### src/rtl/sdram_arb_pkg.sv
// -----------------------------------------------------------------------------
// sdram_arb_pkg
// Shared definitions for the SDRAM port arbiter slice: arbiter state
// encoding, default parameter values and width helper functions.
// No ports (package).
// -----------------------------------------------------------------------------
package sdram_arb_pkg;

    localparam int DEF_NUM_PORTS = 2;
    localparam int DEF_DATA_W    = 32;
    localparam int DEF_ADDR_W    = 23;
    localparam int DEF_BURST_LEN = 8;
    localparam int DEF_TIMEOUT   = 64;

    // Wishbone byte addresses are always 32 bits wide per port
    localparam int WB_ADR_W      = 32;

    typedef enum logic [1:0] {
        ST_IDLE    = 2'd0,
        ST_ISSUE   = 2'd1,
        ST_RD_WAIT = 2'd2
    } arb_state_t;

    // Width of a counter that must hold every value 0..burst_len
    function automatic int beat_cnt_w(input int burst_len);
        return $clog2(burst_len + 1);
    endfunction

    // Width of a port index; never narrower than one bit
    function automatic int idx_w(input int num_ports);
        return (num_ports > 1) ? $clog2(num_ports) : 1;
    endfunction

endpackage

### src/rtl/sdram_rr_picker.sv
// -----------------------------------------------------------------------------
// sdram_rr_picker
// Combinational round-robin selector. Starting at rr_ptr and walking upward
// (wrapping past the last port), the first requesting port wins.
//
// Ports:
//   req       in   NUM_PORTS  request vector (one bit per port)
//   rr_ptr    in   IDX_W      index of the highest-priority port this round
//   grant     out  NUM_PORTS  one-hot winner (all zero when nobody requests)
//   grant_idx out  IDX_W      binary index of the winner
//   any_req   out  1          at least one port is requesting
// -----------------------------------------------------------------------------
module sdram_rr_picker
    import sdram_arb_pkg::*;
#(
    parameter int NUM_PORTS = DEF_NUM_PORTS,
    parameter int IDX_W     = idx_w(NUM_PORTS)
) (
    input  logic [NUM_PORTS-1:0] req,
    input  logic [IDX_W-1:0]     rr_ptr,
    output logic [NUM_PORTS-1:0] grant,
    output logic [IDX_W-1:0]     grant_idx,
    output logic                 any_req
);

    logic             found;
    int               cand;
    logic [IDX_W-1:0] cand_idx;

    // Walk the ports in priority order starting at rr_ptr; the found flag
    // makes the first hit sticky so later candidates cannot overwrite it.
    always_comb begin
        grant     = '0;
        grant_idx = '0;
        found     = 1'b0;
        cand      = 0;
        cand_idx  = '0;
        for (int i = 0; i < NUM_PORTS; i++) begin
            cand     = (int'(rr_ptr) + i) % NUM_PORTS;
            cand_idx = IDX_W'(cand);
            if (!found && req[cand_idx]) begin
                found           = 1'b1;
                grant[cand_idx] = 1'b1;
                grant_idx       = cand_idx;
            end
        end
    end

    assign any_req = |req;

endmodule

### src/rtl/sdram_port_arbiter.sv
// -----------------------------------------------------------------------------
// sdram_port_arbiter
// Round-robin arbiter that shares one SDRAM controller request port between
// NUM_PORTS Wishbone masters. A port requests with cyc&stb; the winner is
// registered into grant_o, its request is presented to the controller until
// accepted, and read beats are passed straight back to the granted port.
//
// Optional feature: define SDRAM_ARB_TIMEOUT_EN to add a read-wait watchdog
// that raises wbs_err_o for the granted port after TIMEOUT beat-less cycles.
// Without it wbs_err_o is constant zero and reads wait indefinitely.
//
// Ports:
//   clk, rst           in   clock, synchronous active-high reset
//   wbs_cyc_i/stb_i    in   per-port cycle and strobe
//   wbs_we_i           in   per-port write enable
//   burst_i            in   per-port burst-read request (BURST_LEN beats)
//   wbs_sel_i          in   per-port byte selects, port p at slice p
//   wbs_adr_i          in   per-port 32-bit byte address (low ADDR_W used)
//   wbs_dat_i          in   per-port write data
//   wbs_ack_o          out  per-port ack, at most one bit high
//   wbs_err_o          out  per-port watchdog error pulse
//   grant_o            out  one-hot current grant
//   wbs_dat_o          out  shared read data, valid with the ack
//   ctrl_addr_o        out  controller word address
//   ctrl_wdata_o       out  controller write data
//   ctrl_mask_o        out  controller byte mask (sel on writes, 0 on reads)
//   ctrl_rw_o          out  1 = write
//   ctrl_burst_o       out  burst read request
//   ctrl_in_valid_o    out  request strobe
//   ctrl_busy_i        in   controller cannot accept a request this cycle
//   ctrl_out_valid_i   in   read beat valid
//   ctrl_rdata_i       in   read beat data
// -----------------------------------------------------------------------------
module sdram_port_arbiter
    import sdram_arb_pkg::*;
#(
    parameter int NUM_PORTS = DEF_NUM_PORTS,
    parameter int DATA_W    = DEF_DATA_W,
    parameter int ADDR_W    = DEF_ADDR_W,
    parameter int BURST_LEN = DEF_BURST_LEN,
    parameter int TIMEOUT   = DEF_TIMEOUT
) (
    input  logic                          clk,
    input  logic                          rst,
    input  logic [NUM_PORTS-1:0]          wbs_cyc_i,
    input  logic [NUM_PORTS-1:0]          wbs_stb_i,
    input  logic [NUM_PORTS-1:0]          wbs_we_i,
    input  logic [NUM_PORTS-1:0]          burst_i,
    input  logic [NUM_PORTS*DATA_W/8-1:0] wbs_sel_i,
    input  logic [NUM_PORTS*WB_ADR_W-1:0] wbs_adr_i,
    input  logic [NUM_PORTS*DATA_W-1:0]   wbs_dat_i,
    output logic [NUM_PORTS-1:0]          wbs_ack_o,
    output logic [NUM_PORTS-1:0]          wbs_err_o,
    output logic [NUM_PORTS-1:0]          grant_o,
    output logic [DATA_W-1:0]             wbs_dat_o,
    output logic [ADDR_W-1:0]             ctrl_addr_o,
    output logic [DATA_W-1:0]             ctrl_wdata_o,
    output logic [DATA_W/8-1:0]           ctrl_mask_o,
    output logic                          ctrl_rw_o,
    output logic                          ctrl_burst_o,
    output logic                          ctrl_in_valid_o,
    input  logic                          ctrl_busy_i,
    input  logic                          ctrl_out_valid_i,
    input  logic [DATA_W-1:0]             ctrl_rdata_i
);

    localparam int SEL_W = DATA_W / 8;
    localparam int IDX_W = idx_w(NUM_PORTS);
    localparam int CNT_W = beat_cnt_w(BURST_LEN);

    arb_state_t state_q;
    arb_state_t state_d;

    logic [NUM_PORTS-1:0] req;
    logic [NUM_PORTS-1:0] pick_grant;
    logic [IDX_W-1:0]     pick_idx;
    logic                 any_req;

    logic [NUM_PORTS-1:0] grant_q;
    logic [IDX_W-1:0]     g_idx;
    logic [IDX_W-1:0]     rr_ptr;
    logic [IDX_W-1:0]     next_ptr;
    logic [CNT_W-1:0]     beat_cnt;

    logic                 g_we;
    logic                 g_burst;
    logic                 g_cyc;
    logic [ADDR_W-1:0]    g_adr;
    logic [DATA_W-1:0]    g_dat;
    logic [SEL_W-1:0]     g_sel;

    logic                 accept;
    logic                 beat_last;
    logic                 done;
    logic                 timeout_hit;
    logic                 unused_adr_bits;

    assign req = wbs_cyc_i & wbs_stb_i;

    sdram_rr_picker #(
        .NUM_PORTS (NUM_PORTS),
        .IDX_W     (IDX_W)
    ) u_picker (
        .req       (req),
        .rr_ptr    (rr_ptr),
        .grant     (pick_grant),
        .grant_idx (pick_idx),
        .any_req   (any_req)
    );

    // Fields of the currently granted port, selected by the registered index
    // so the controller sees a stable request for the whole ISSUE phase.
    always_comb begin
        g_we    = wbs_we_i[g_idx];
        g_burst = burst_i[g_idx];
        g_cyc   = wbs_cyc_i[g_idx];
        g_adr   = wbs_adr_i[int'(g_idx)*WB_ADR_W +: ADDR_W];
        g_dat   = wbs_dat_i[int'(g_idx)*DATA_W +: DATA_W];
        g_sel   = wbs_sel_i[int'(g_idx)*SEL_W +: SEL_W];
    end

    // Only the low ADDR_W bits of each byte address reach the controller
    assign unused_adr_bits = ^wbs_adr_i;

    assign next_ptr  = (int'(g_idx) == NUM_PORTS - 1) ? '0 : g_idx + IDX_W'(1);
    assign accept    = (state_q == ST_ISSUE) && !ctrl_busy_i;
    assign beat_last = ctrl_out_valid_i && (beat_cnt == CNT_W'(1));

`ifdef SDRAM_ARB_TIMEOUT_EN
    localparam int WD_W = beat_cnt_w(TIMEOUT);

    logic [WD_W-1:0] wd_cnt;

    // The watchdog fires on the TIMEOUT-th consecutive RD_WAIT cycle that
    // carries no beat; a beat arriving on that cycle still wins.
    assign timeout_hit = (state_q == ST_RD_WAIT) && !ctrl_out_valid_i
                         && (wd_cnt == WD_W'(TIMEOUT - 1));

    // Count beat-less RD_WAIT cycles; any beat or leaving RD_WAIT restarts it.
    always_ff @(posedge clk) begin
        if (rst) begin
            wd_cnt <= '0;
        end else if (state_q != ST_RD_WAIT || ctrl_out_valid_i || timeout_hit) begin
            wd_cnt <= '0;
        end else begin
            wd_cnt <= wd_cnt + WD_W'(1);
        end
    end
`else
    logic unused_timeout;

    assign timeout_hit    = 1'b0;
    assign unused_timeout = (TIMEOUT > 0);
`endif

    // State register
    always_ff @(posedge clk) begin
        if (rst) begin
            state_q <= ST_IDLE;
        end else begin
            state_q <= state_d;
        end
    end

    // Next-state logic: a write finishes on acceptance, a read finishes on
    // its last beat (or on a watchdog timeout when that feature is built in).
    always_comb begin
        state_d = state_q;
        case (state_q)
            ST_IDLE: begin
                if (any_req) begin
                    state_d = ST_ISSUE;
                end
            end
            ST_ISSUE: begin
                if (accept) begin
                    state_d = g_we ? ST_IDLE : ST_RD_WAIT;
                end
            end
            ST_RD_WAIT: begin
                if (beat_last || timeout_hit) begin
                    state_d = ST_IDLE;
                end
            end
            default: state_d = ST_IDLE;
        endcase
    end

    assign done = (state_q != ST_IDLE) && (state_d == ST_IDLE);

    // Grant, round-robin pointer and beat counter. The grant is latched from
    // the picker in IDLE and cleared, with the pointer moving past the
    // finished port, on the cycle a transaction completes.
    always_ff @(posedge clk) begin
        if (rst) begin
            grant_q  <= '0;
            g_idx    <= '0;
            rr_ptr   <= '0;
            beat_cnt <= '0;
        end else begin
            if (state_q == ST_IDLE && any_req) begin
                grant_q <= pick_grant;
                g_idx   <= pick_idx;
            end
            if (accept && !g_we) begin
                beat_cnt <= g_burst ? CNT_W'(BURST_LEN) : CNT_W'(1);
            end else if (state_q == ST_RD_WAIT && ctrl_out_valid_i) begin
                beat_cnt <= beat_cnt - CNT_W'(1);
            end
            if (done) begin
                grant_q  <= '0;
                rr_ptr   <= next_ptr;
                beat_cnt <= '0;
            end
        end
    end

    assign grant_o = grant_q;

    // Outputs. The controller request is only driven during ISSUE. Write acks
    // and read beats are combinational so the master sees them in the same
    // cycle; beats for a port that has dropped cyc are swallowed silently.
    always_comb begin
        wbs_ack_o       = '0;
        wbs_err_o       = '0;
        wbs_dat_o       = '0;
        ctrl_addr_o     = '0;
        ctrl_wdata_o    = '0;
        ctrl_mask_o     = '0;
        ctrl_rw_o       = 1'b0;
        ctrl_burst_o    = 1'b0;
        ctrl_in_valid_o = 1'b0;
        case (state_q)
            ST_ISSUE: begin
                ctrl_in_valid_o = 1'b1;
                ctrl_addr_o     = g_adr;
                ctrl_wdata_o    = g_dat;
                ctrl_mask_o     = g_we ? g_sel : '0;
                ctrl_rw_o       = g_we;
                ctrl_burst_o    = !g_we && g_burst;
                if (accept && g_we) begin
                    wbs_ack_o[g_idx] = 1'b1;
                end
            end
            ST_RD_WAIT: begin
                if (ctrl_out_valid_i) begin
                    wbs_dat_o = ctrl_rdata_i;
                    if (g_cyc) begin
                        wbs_ack_o[g_idx] = 1'b1;
                    end
                end
                if (timeout_hit) begin
                    wbs_err_o[g_idx] = 1'b1;
                end
            end
            default: begin
            end
        endcase
    end

endmodule

### config.mk
export PLATFORM = sky130hd
export DESIGN_NAME = sdram_port_arbiter
export DESIGN_NICKNAME = d
export VERILOG_FILES = /design/src/rtl/sdram_arb_pkg.sv /design/src/rtl/sdram_rr_picker.sv /design/src/rtl/sdram_port_arbiter.sv
export SDC_FILE = /design/constraint.sdc
export NUM_CORES = 1
export LEC_CHECK = 0
export ABC_AREA = 1
export BUFFER_PORTS_ARGS = -buffer_cell sky130_fd_sc_hd__buf_2
export CORE_AREA = 2 2 107 109
export DETAILED_ROUTE_END_ITERATION = 10
export DIE_AREA = 0 0 109 111
export GPL_TIMING_DRIVEN = 1
export PLACE_DENSITY = 0.61
export SLEW_MARGIN = 20
export SYNTH_ARGS = -nofsm -noshare
export SYNTH_HDL_FRONTEND = slang
export SYNTH_SLANG_ARGS = --single-unit
### constraint.sdc
create_clock -name clk -period 1.7 [get_ports clk]
set_input_delay 0.34 -clock clk [delete_from_list [all_inputs] [get_ports clk]]
set_output_delay 0.34 -clock clk [all_outputs]
set_load 0.1 [all_outputs]
==> results of run 1 <==
-- report_power, final --
group / switching [mW] / leakage, nW / internal, mW
clock network: 0.129 / 0.0382 / 0.316
logic: 2.07 / 2.93 / 1.34
registers: 0.0257 / 0.0833 / 0.253
-- state kept, by name, summed over array words and instances, names as in the netlist --
signal / flops
g_idx: 1
grant_o: 2
state_q: 2
beat_cnt: 4
rr_ptr: 1
-- synthesized netlist by cell type, types with 3 or more instances --
library cell / count / area [um2]
sky130_fd_sc_hd__a21oi_1: 10 / 50.1
sky130_fd_sc_hd__buf_4: 3 / 22.5
sky130_fd_sc_hd__clkbuf_1: 19 / 71.3
sky130_fd_sc_hd__dfxtp_1: 10 / 200
sky130_fd_sc_hd__ha_1: 6 / 75.1
sky130_fd_sc_hd__inv_1: 48 / 180
sky130_fd_sc_hd__nand2_1: 35 / 131
sky130_fd_sc_hd__nand2_2: 3 / 18.8
sky130_fd_sc_hd__nand3_1: 6 / 30.0
sky130_fd_sc_hd__nor2_1: 155 / 582
sky130_fd_sc_hd__nor3_1: 3 / 15.0
sky130_fd_sc_hd__o21ai_0: 58 / 290
-- routing by layer --
layer  vias up  share of wire (%)  track usage [%]
li1       1749                  -                -
met1      1733                 35             22.7
met2       142                 58             41.2
met3        25                5.3             2.53
met4         0                2.1             5.38
met5         -                  0                0
-- repair_timing --
action                     in CTS  in global routing
pin swaps                      49                 22
setup buffers                  19                  4
setup endpoints to repair      99                102
gates resized for setup       104                 35
cloned                         10                  1
-- layout make-up --
class | count | area (um2) | share of cell area (%)
inverters | 50 | 213 | 2.99
multi-input cells | 289 | 2740 | 38.5
flip-flops and latches | 10 | 209 | 2.94
repair buffers | 318 | 3690 | 51.9
clock buffers | 4 | 78.8 | 1.11
well taps | 143 | 179 | 2.52
-- final timing paths --
check,end,slack (ps),cells past startpoint
worst max-delay path,ctrl_wdata_o[18],-200,8
worst min-delay path,g_idx,300,2
worst min register to register,rr_ptr,550,2
worst max register to register,beat_cnt[3],-70,13
-- kinds of logic after synthesis --
kind of cell	Yosys count	synth area share, %
xor gates and xnor gates	2	0.976
buffers and inverters	74	16.2
other	1	0.209
AOI/OAI and AO/OA	73	21.3
adders and majority gates	6	4.18
and+or+nand+nor	206	46.1
DFF	10	11.1
-- metrics by stage --
step	TNS, ps	power [mW]	cells	hold WS (ps)
floorplan	-25070	2.17	373	405
global placement	0	3.16	779	506
detailed placement	-202	3.21	779	528
CTS	-13360	4.06	812	288
global route	-19940	4.28	814	314
finish	-14440	4.14	814	298
==> summary.txt, run 1 <==
Layout
  • Post-route cell area: about 7100 um2
  • Final core utilization: between 60 and 70%
  • Commonest cells after routing, fill and taps aside: sky130_fd_sc_hd__buf_2, sky130_fd_sc_hd__buf_12, sky130_fd_sc_hd__nor2_4
  • Layout filler cell count: 826
  • Area growth, synth to finish: 296%
  • Final net count: 858
  • Most common cell after layout, fill and taps aside: sky130_fd_sc_hd__buf_2
  • Share of final-layout standard cells stronger than drive strength 1: between 70% and 80%
  • Antenna Diode Count: 0

Route
  • Vias after detailed routing: 3649
  • Number of nets with antenna violations after routing: 0
  • Routed via count divided by cell count: roughly 4.5
  • Router iterations before antenna repair: 4
  • DR DRC count: 0
  • Wire length per cell after detailed routing: 16.3 um
  • First-iteration detailed-routing DRC count: ~130
  • Drt total wl: about 13 mm

Floorplan
  • Initial Util: between 10% and 20%
  • FP Rows: 39
  • Vertical die dimension: roughly 110 um
  • Full die area: 12100 um2
  • Horizontal die dimension: approximately 110 um
  • Placeable core region: 11100 um2
  • Boundary pin count: 280

Clock network
  • Clock tree root buffer cell: sky130_fd_sc_hd__clkbuf_16
  • CTS tree: built
  • Sink count of the clock tree: 10
  • Clock latency on the worst-skew pair: 240 ps
  • Number of buffers between clock root and the deepest sink: 2
  • Clock H-tree levels: 1
  • Cts hold-fix bufs: 0
  • Number of buffers inserted during clock tree synthesis: 3
  • CTS clock-pin slew for the worst setup and hold paths: 40 ps

STA
  • Final period util: 112%
  • Final critical path time including I/O delays and setup: roughly 1900 ps
  • Highest attainable clock frequency: between 0.5 and 0.6 GHz
  • Fin worst setup slack: -200 ps
  • Setup violators final: approximately 100
  • Total count of max-transition violations in the final report: 0
  • Setup repair after global routing missed its margin: yes
  • Final hold violation count: 0
  • Worst clock skew: a little over 2 ps

Placement
  • Routability congestion estimate: between 0.8 and 0.9
  • Half-perimeter wire length of the detailed placement result: around 9.4 mm
  • Worst setup timing slack at the placement stage: -44.1 ps
  • Total placed instance area: ~6000 um2
  • Count of buffers inserted at the top-level ports: roughly 260

Yosys
  • Synth Warn #: 0
  • Post-synth cell types: 26
  • Share of flip-flops with an asynchronous set or reset after synthesis: 0%
  • Most used DFF post-synth: sky130_fd_sc_hd__dfxtp_1
  • Mean instance size in the synthesized netlist: 4.83 um2
  • Proportion of synthesized chip area in sequential cells: between 10 and 15%
  • Post-synthesis sequential element count: 10
  • Number of instances in the synthesized netlist: approximately 370
  • Number of enable flip-flop cells after synthesis: 0
  • Syn Std Cell Area: around 1800 um2

Setup path
  • Required time reported for the critical path endpoint: 1360 ps
  • Worst R2R Start: state_q[1]
  • Setup Crit Path Kind: flop to output pin
  • Number of buffer and inverter stages on the critical path: 5
  • Worst Setup SP: state_q[1]
  • Largest delay share family, worst path: buffers and inverters
  • Worst setup SP type: flop
  • Max stage delay on crit path: between 300 and 400 ps
  • Most common cell on crit path: sky130_fd_sc_hd__buf_12
  • Crit Path Max Fanout: 5
  • Kind of end point of the critical path: output pin
  • Critical path, cell by cell: inv_2, ha_4, buf_12, buf_12, buf_16, o21ai_4, nor2_4, buf_12
  • Standard cell with the maximum stage delay on the critical path: sky130_fd_sc_hd__dfxtp_2
  • Data arrival at the endpoint of the critical path: roughly 1600 ps

Power and ir drop
  • Cell Pwr Density: 583 nW/um2
  • Leakage power figure: about 3.1 nW
  • IR drop worst, VDD: 0.482 mV

Hold path
  • Hold path startpoint: rst
  • Class of the tightest hold or removal check: primary input to flop

Status
  • Status: finished, violations left
  • Violated checks: setup timing

Global route
  • Number of antenna violations at the first check in global routing: 0
  • First-pass GRT wire length: ~20 mm
  • Pin count of the biggest net entering global routing: 31
  • Total gr overflow: 0
  • Global router's overall resource usage: a little over a fifth
  • Number of global-route vias before repair: just under 4000

Job
  • Count of max-cap constraint violations: 0
Note: power is estimated with default switching activity, not from simulation.
==> run 2, diff against run 1 <==
--- a/config.mk
+++ b/config.mk
@@ -7,12 +7,13 @@
 export LEC_CHECK = 0
 export ABC_AREA = 1
 export BUFFER_PORTS_ARGS = -buffer_cell sky130_fd_sc_hd__buf_2
-export CORE_AREA = 2 2 107 109
+export CELL_PAD_IN_SITES_DETAIL_PLACEMENT = 1
+export CELL_PAD_IN_SITES_GLOBAL_PLACEMENT = 2
+export CORE_ASPECT_RATIO = 0.6
+export CORE_UTILIZATION = 10
 export DETAILED_ROUTE_END_ITERATION = 10
-export DIE_AREA = 0 0 109 111
 export GPL_TIMING_DRIVEN = 1
-export PLACE_DENSITY = 0.61
-export SLEW_MARGIN = 20
+export PLACE_DENSITY = 0.89
 export SYNTH_ARGS = -nofsm -noshare
 export SYNTH_HDL_FRONTEND = slang
 export SYNTH_SLANG_ARGS = --single-unit
==> summary.txt, run 2 (synthesis gave the netlist of run 1 again) <==
Global route
  • GRT met2 Usage: 26.3%
  • Global router's overall resource usage: roughly 14%
  • First-pass GRT wire length: 20.5 mm
  • Pin count of the biggest net entering global routing: 32
  • Met1 demand-to-capacity share in global routing: between 15 and 20%
  • Layer with the highest usage after global routing: met2
  • Total gr overflow: 0
  • Number of antenna violations at the first check in global routing: 0
  • Number of global-route vias before repair: 3850
  • Global-route met3 utilization: ~2.3%

STA
  • Worst clock skew: 4.02 ps
  • Fin worst setup slack: -204 ps
  • Setup repair after global routing missed its margin: yes
  • Highest attainable clock frequency: roughly 0.53 GHz
  • Final hold violation count: 0
  • Total count of max-transition violations in the final report: 0
  • Final critical path time including I/O delays and setup: about 1900 ps
  • Setup violators final: between 100 and 150
  • Final period util: 112%

Setup path
  • Largest delay share family, worst path: buffers and inverters
  • Crit Path Max Fanout: 7
  • Data arrival at the endpoint of the critical path: 1560 ps
  • Number of buffer and inverter stages on the critical path: 3
  • Most common cell on crit path: sky130_fd_sc_hd__buf_12
  • Worst setup SP type: flop
  • Required time reported for the critical path endpoint: between 1000 and 1500 ps
  • Max stage delay on crit path: 360 ps
  • Critical path, cell by cell: buf_12, ha_4, nand2_8, inv_1, a21oi_1, nor3_4, buf_12
  • Setup Crit Path Kind: flop to output pin
  • Worst reg-to-reg setup slack: -70 ps
  • Standard cell with the maximum stage delay on the critical path: sky130_fd_sc_hd__dfxtp_4
  • Kind of end point of the critical path: output pin

Layout
  • Final net count: 856
  • Area growth, synth to finish: 287%
  • Final core utilization: 40.0%
  • Share of final-layout standard cells stronger than drive strength 1: 73.8%
  • Antenna Diode Count: 0
  • Commonest cells after routing, fill and taps aside: sky130_fd_sc_hd__buf_2, sky130_fd_sc_hd__buf_12, sky130_fd_sc_hd__nor2_4
  • Register containing the most flip-flops in the final layout: beat_cnt
  • Max reg flops: 4
  • Most common cell after layout, fill and taps aside: sky130_fd_sc_hd__buf_2

Power and ir drop
  • Switch share: a little over half
  • Net Sw Power: between 2 and 2.5 mW
  • Leakage power figure: around 3.0 nW
  • Overall power of the completed layout: just under 4 mW
  • Combinational fraction of design power: slightly above 80%
  • Cell Pwr Density: 569 nW/um2
  • Share of total power in the clock network: 11.7%
  • Cell Int Power: between 1.5 and 2 mW
  • Register share of total power: 6.8%
  • IR drop worst, VDD: between 0.2 and 0.3 mV

Clock network
  • Number of buffers between clock root and the deepest sink: 2
  • CTS clock-pin slew for the worst setup and hold paths: about 40 ps
  • Clock tree root buffer cell: sky130_fd_sc_hd__clkbuf_16
  • Clock H-tree levels: 1
  • Sink count of the clock tree: 10
  • Clock latency on the worst-skew pair: 240 ps
  • Cts hold-fix bufs: 0
  • CTS tree: built
  • Number of buffers inserted during clock tree synthesis: 3

Route
  • Drt total wl: around 14 mm
  • Routed via count divided by cell count: 3.98
  • Router iterations before antenna repair: 4
  • DR DRC count: 0
  • Number of nets with antenna violations after routing: 0
  • First-iteration detailed-routing DRC count: between 70 and 80
  • Vias after detailed routing: about 3600
  • Wire length per cell after detailed routing: 15.5 um

Placement
  • Half-perimeter wire length of the detailed placement result: about 11 mm
  • Count of buffers inserted at the top-level ports: around 260
  • Routability congestion estimate: 0.801

Floorplan
  • Boundary pin count: 280
  • Placeable core region: around 17000 um2
  • Initial Util: about a tenth
  • FP Rows: 37
  • Horizontal die dimension: about 170 um
  • Full die area: around 19000 um2
  • Vertical die dimension: between 100 and 150 um

Status
  • Status: finished, violations left
  • Violated checks: setup timing

Job
  • Count of max-cap constraint violations: 0

Hold path
  • Class of the tightest hold or removal check: primary input to flop
run 2: changes by cell type in the layout (fill, tap and decap cells not counted), moves of 4 or more:
cell,delta
sky130_fd_sc_hd__o21ai_1,+9
sky130_fd_sc_hd__o21ai_4,-8
sky130_fd_sc_hd__buf_16,-6
sky130_fd_sc_hd__buf_4,+6
sky130_fd_sc_hd__buf_12,-4
sky130_fd_sc_hd__clkbuf_16,+4
run 2: final timing paths:
path	from	endpoint	cells after the start
max	state_q[1]	wbs_ack_o[0]	7
min	rst	state_q[1]	2
max reg2reg	state_q[1]	beat_cnt[3]	12
min reg2reg	rr_ptr	rr_ptr	2
run 2: area by class of cell:
class	count	area [um2]
clock buffer	4	88.8
timing repair buffer	316	3580
fill	2011	10400
sequential	10	209
inverter	50	195
tap	234	293
multi-input combinational	289	2570
run 2: repair_timing:
| item | CTS | global route |
|---|---|---|
| pin swaps | 5 | 13 |
| cloned | 3 | 6 |
| setup endpoints to repair | 104 | 103 |
| resized for setup | 53 | 36 |
| buffers inserted | 4 | 15 |
run 2: stage by stage:
| step | cells | cell area (um2) | hold slack (ps) | setup slack (ps) | setup TNS, ps |
|---|---|---|---|---|---|
| 2_1_floorplan | 373 | 3020 | 405 | -507 | -25070 |
| 3_3_place_gp | 871 | 6140 | 505 | -103 | -2080 |
| 3_5_place_dp | 871 | 6140 | 511 | -167 | -4020 |
| 4_1_cts | 882 | 6520 | 309 | -212 | -15890 |
| 5_1_grt | 903 | 6940 | 317 | -279 | -20420 |
| 6_report | 903 | 6940 | 302 | -204 | -13870 |
run 2: worst register-to-register path, cell delays in order (launching register included):
cell	delay (ps)
sky130_fd_sc_hd__dfxtp_4	360
sky130_fd_sc_hd__inv_4	70
sky130_fd_sc_hd__ha_4	140
sky130_fd_sc_hd__buf_12	160
sky130_fd_sc_hd__buf_8	140
sky130_fd_sc_hd__inv_4	40
sky130_fd_sc_hd__nor2_4	110
sky130_fd_sc_hd__nand3_4	130
sky130_fd_sc_hd__a21oi_2	180
sky130_fd_sc_hd__o21ai_2	90
sky130_fd_sc_hd__nand2_2	110
sky130_fd_sc_hd__nand2_4	80
sky130_fd_sc_hd__nor2_2	100
run 2: power groups by stage:
stage | Clock [mW] | Combinational [mW] | Sequential, mW
3_5_place_dp | 0 | 2.95 | 0.274
2_1_floorplan | 0 | 1.87 | 0.296
3_3_place_gp | 0 | 2.91 | 0.273
6_report | 0.463 | 3.22 | 0.269
5_1_grt | 0.488 | 3.36 | 0.272
4_1_cts | 0.472 | 3.11 | 0.271
run 2: routing by layer:
layer / up-vias / wire, um
met2: 112 / 7180
li1: 1737 / -
met5: - / 0
met3: 7 / 627
met1: 1739 / 6180
met4: 0 / 55
==> run 3, diff against run 2 <==
--- a/config.mk
+++ b/config.mk
@@ -10,10 +10,10 @@
 export CELL_PAD_IN_SITES_DETAIL_PLACEMENT = 1
 export CELL_PAD_IN_SITES_GLOBAL_PLACEMENT = 2
 export CORE_ASPECT_RATIO = 0.6
-export CORE_UTILIZATION = 10
+export CORE_UTILIZATION = 11
 export DETAILED_ROUTE_END_ITERATION = 10
 export GPL_TIMING_DRIVEN = 1
-export PLACE_DENSITY = 0.89
+export PLACE_DENSITY = 0.95
 export SYNTH_ARGS = -nofsm -noshare
 export SYNTH_HDL_FRONTEND = slang
 export SYNTH_SLANG_ARGS = --single-unit
==> constraint.sdc (replaced) <==
create_clock -name clk -period 2.45 [get_ports clk]
set_input_delay 0.49 -clock clk [delete_from_list [all_inputs] [get_ports clk]]
set_output_delay 0.49 -clock clk [all_outputs]
set_load 0.1 [all_outputs]
==> summary.txt, run 3 (synthesis gave the netlist of run 1 again) <==
Route
  • First-iteration detailed-routing DRC count: between 50 and 60
  • Wire length per cell after detailed routing: between 10 and 15 um
  • Routed via count divided by cell count: between 3 and 4
  • Drt total wl: 10.7 mm
  • DR DRC count: 0
  • Vias after detailed routing: 3241
  • Router iterations before antenna repair: 4
  • Number of nets with antenna violations after routing: 0

Setup path
  • Data arrival at the endpoint of the critical path: about 1800 ps
  • Worst reg-to-reg path cell count: 10
  • R2r endpoint: beat_cnt[3]
  • Kind of end point of the critical path: output pin
  • Worst setup SP type: flop
  • Setup Crit Path Kind: flop to output pin
  • Crit Path Max Fanout: 6
  • Required time reported for the critical path endpoint: 1960 ps
  • Worst R2R Start: state_q[0]
  • Worst reg-to-reg setup slack: roughly 670 ps

Global route
  • Pin count of the biggest net entering global routing: 62
  • Number of antenna violations at the first check in global routing: 0
  • Number of global-route vias before repair: around 3400
  • First-pass GRT wire length: 17.3 mm
  • Total gr overflow: 0
  • Global router's overall resource usage: 12.6%

Floorplan
  • Full die area: between 15000 and 20000 um2
  • Vertical die dimension: roughly 100 um
  • Boundary pin count: 280
  • FP Rows: 35
  • Initial Util: between 10% and 20%
  • Horizontal die dimension: approximately 170 um
  • Placeable core region: 15600 um2

Clock network
  • Clock H-tree levels: 1
  • Sink count of the clock tree: 10
  • Clock tree root buffer cell: sky130_fd_sc_hd__clkbuf_16
  • Number of gates resized after CTS: 0
  • Number of buffers between clock root and the deepest sink: 2
  • Post-CTS setup buffer count: 0
  • Cts hold-fix bufs: 0
  • CTS tree: built
  • Number of buffers inserted during clock tree synthesis: 3
  • Clock latency on the worst-skew pair: ~240 ps
  • CTS clock-pin slew for the worst setup and hold paths: approximately 40 ps

Layout
  • Max reg flops: 4
  • Most common cell after layout, fill and taps aside: sky130_fd_sc_hd__buf_2
  • Antenna Diode Count: 0
  • Final core utilization: between 30% and 40%
  • Commonest cells after routing, fill and taps aside: sky130_fd_sc_hd__buf_2, sky130_fd_sc_hd__nor2_1, sky130_fd_sc_hd__buf_12
  • Layout Cells excl Fill: about 800
  • Share of final-layout standard cells stronger than drive strength 1: between 50% and 60%
  • Register containing the most flip-flops in the final layout: beat_cnt
  • Final net count: approximately 800
  • Area growth, synth to finish: 193%

Placement
  • Routability congestion estimate: slightly below 0.8
  • Count of buffers inserted at the top-level ports: 259
  • Half-perimeter wire length of the detailed placement result: around 9 mm
  • Worst setup timing slack at the placement stage: 270 ps
  • Instance count after placement with tap cells included: about 820

STA
  • Highest attainable clock frequency: about 0.43 GHz
  • Final period util: a little over nine tenths
  • Setup violators final: 0
  • Fin worst setup slack: 148 ps
  • Final critical path time including I/O delays and setup: ~2300 ps
  • Setup repair after global routing missed its margin: no
  • Hold slack final: approximately 470 ps
  • Worst clock skew: around 1.7 ps
  • Final hold violation count: 0
  • Total count of max-transition violations in the final report: 0
  • Final sum of negative setup slack: 0 ps

Power and ir drop
  • Leakage power figure: around 2.5 nW
  • Cell Pwr Density: 430 nW/um2
  • IR drop worst, VDD: ~0.26 mV

Job
  • Count of max-cap constraint violations: 0

Status
  • Status: completed

Hold path
  • Instance count along the most critical hold path: 2
  • Hold path startpoint: rst
  • Min-Delay Endpoint: g_idx
  • Class of the tightest hold or removal check: primary input to flop
-- run 3: changes by cell type in the layout (fill, tap and decap cells not counted), sizes merged --
cell	before	now
buf	309	264
bufbuf	2	0
clkbuf	9	4
-- run 3: worst max-delay path by stage --
stage	start	end	slack (ps)	depth (start not counted)
after detailed placement	wbs_we_i[0]	wbs_ack_o[1]	270	8
after global placement	wbs_we_i[0]	wbs_ack_o[0]	290	8
final	g_idx	wbs_ack_o[0]	150	8
after floorplan	state_q[0]	wbs_dat_o[10]	-260	5
after global routing	g_idx	wbs_ack_o[0]	10	8
after CTS	g_idx	wbs_ack_o[0]	130	8
-- run 3: final cells by class --
cell class,instances,area (um2)
fill,1912,10400
timing repair buffer,264,2790
multi-input combinational,289,1750
tap,203,254
sequential,10,201
inverter,50,188
clock buffer,4,88.8
-- run 3: layer usage --
layer / vias up / global-route usage, % / routed length, um
met1: 1487 / 15.2 / 4580
met3: 6 / 3.26 / 789
met4: 0 / 1.42 / 71
met5: - / 0 / 0
met2: 129 / 23.3 / 5270
li1: 1619 / - / -
-- run 3: per-stage QoR --
stage / instance area (um2) / power (mW)
3_5_place_dp: 5180 / 1.96
5_1_grt: 5270 / 2.37
2_1_floorplan: 2240 / 1.30
3_3_place_gp: 5180 / 1.94
6_report: 5270 / 2.27
4_1_cts: 5270 / 2.29
-- run 3: worst max-delay path: stages (launching register included) --
cell                      delay [ps]
sky130_fd_sc_hd__dfxtp_2         360
sky130_fd_sc_hd__inv_2            90
sky130_fd_sc_hd__nand2_1         100
sky130_fd_sc_hd__nand2_1         150
sky130_fd_sc_hd__nand2_4         110
sky130_fd_sc_hd__nor2_1          240
sky130_fd_sc_hd__a21oi_1         110
sky130_fd_sc_hd__nor3_4          220
sky130_fd_sc_hd__buf_12          200
-- run 3: report_power, final --
part	leakage (nW)	switching [mW]	total [mW]	internal, mW
clock	0.0442	0.0770	0.322	0.245
sequential	0.0818	0.0117	0.187	0.175
combinational	2.40	1.17	1.76	0.583
total	2.53	1.26	2.27	1.00
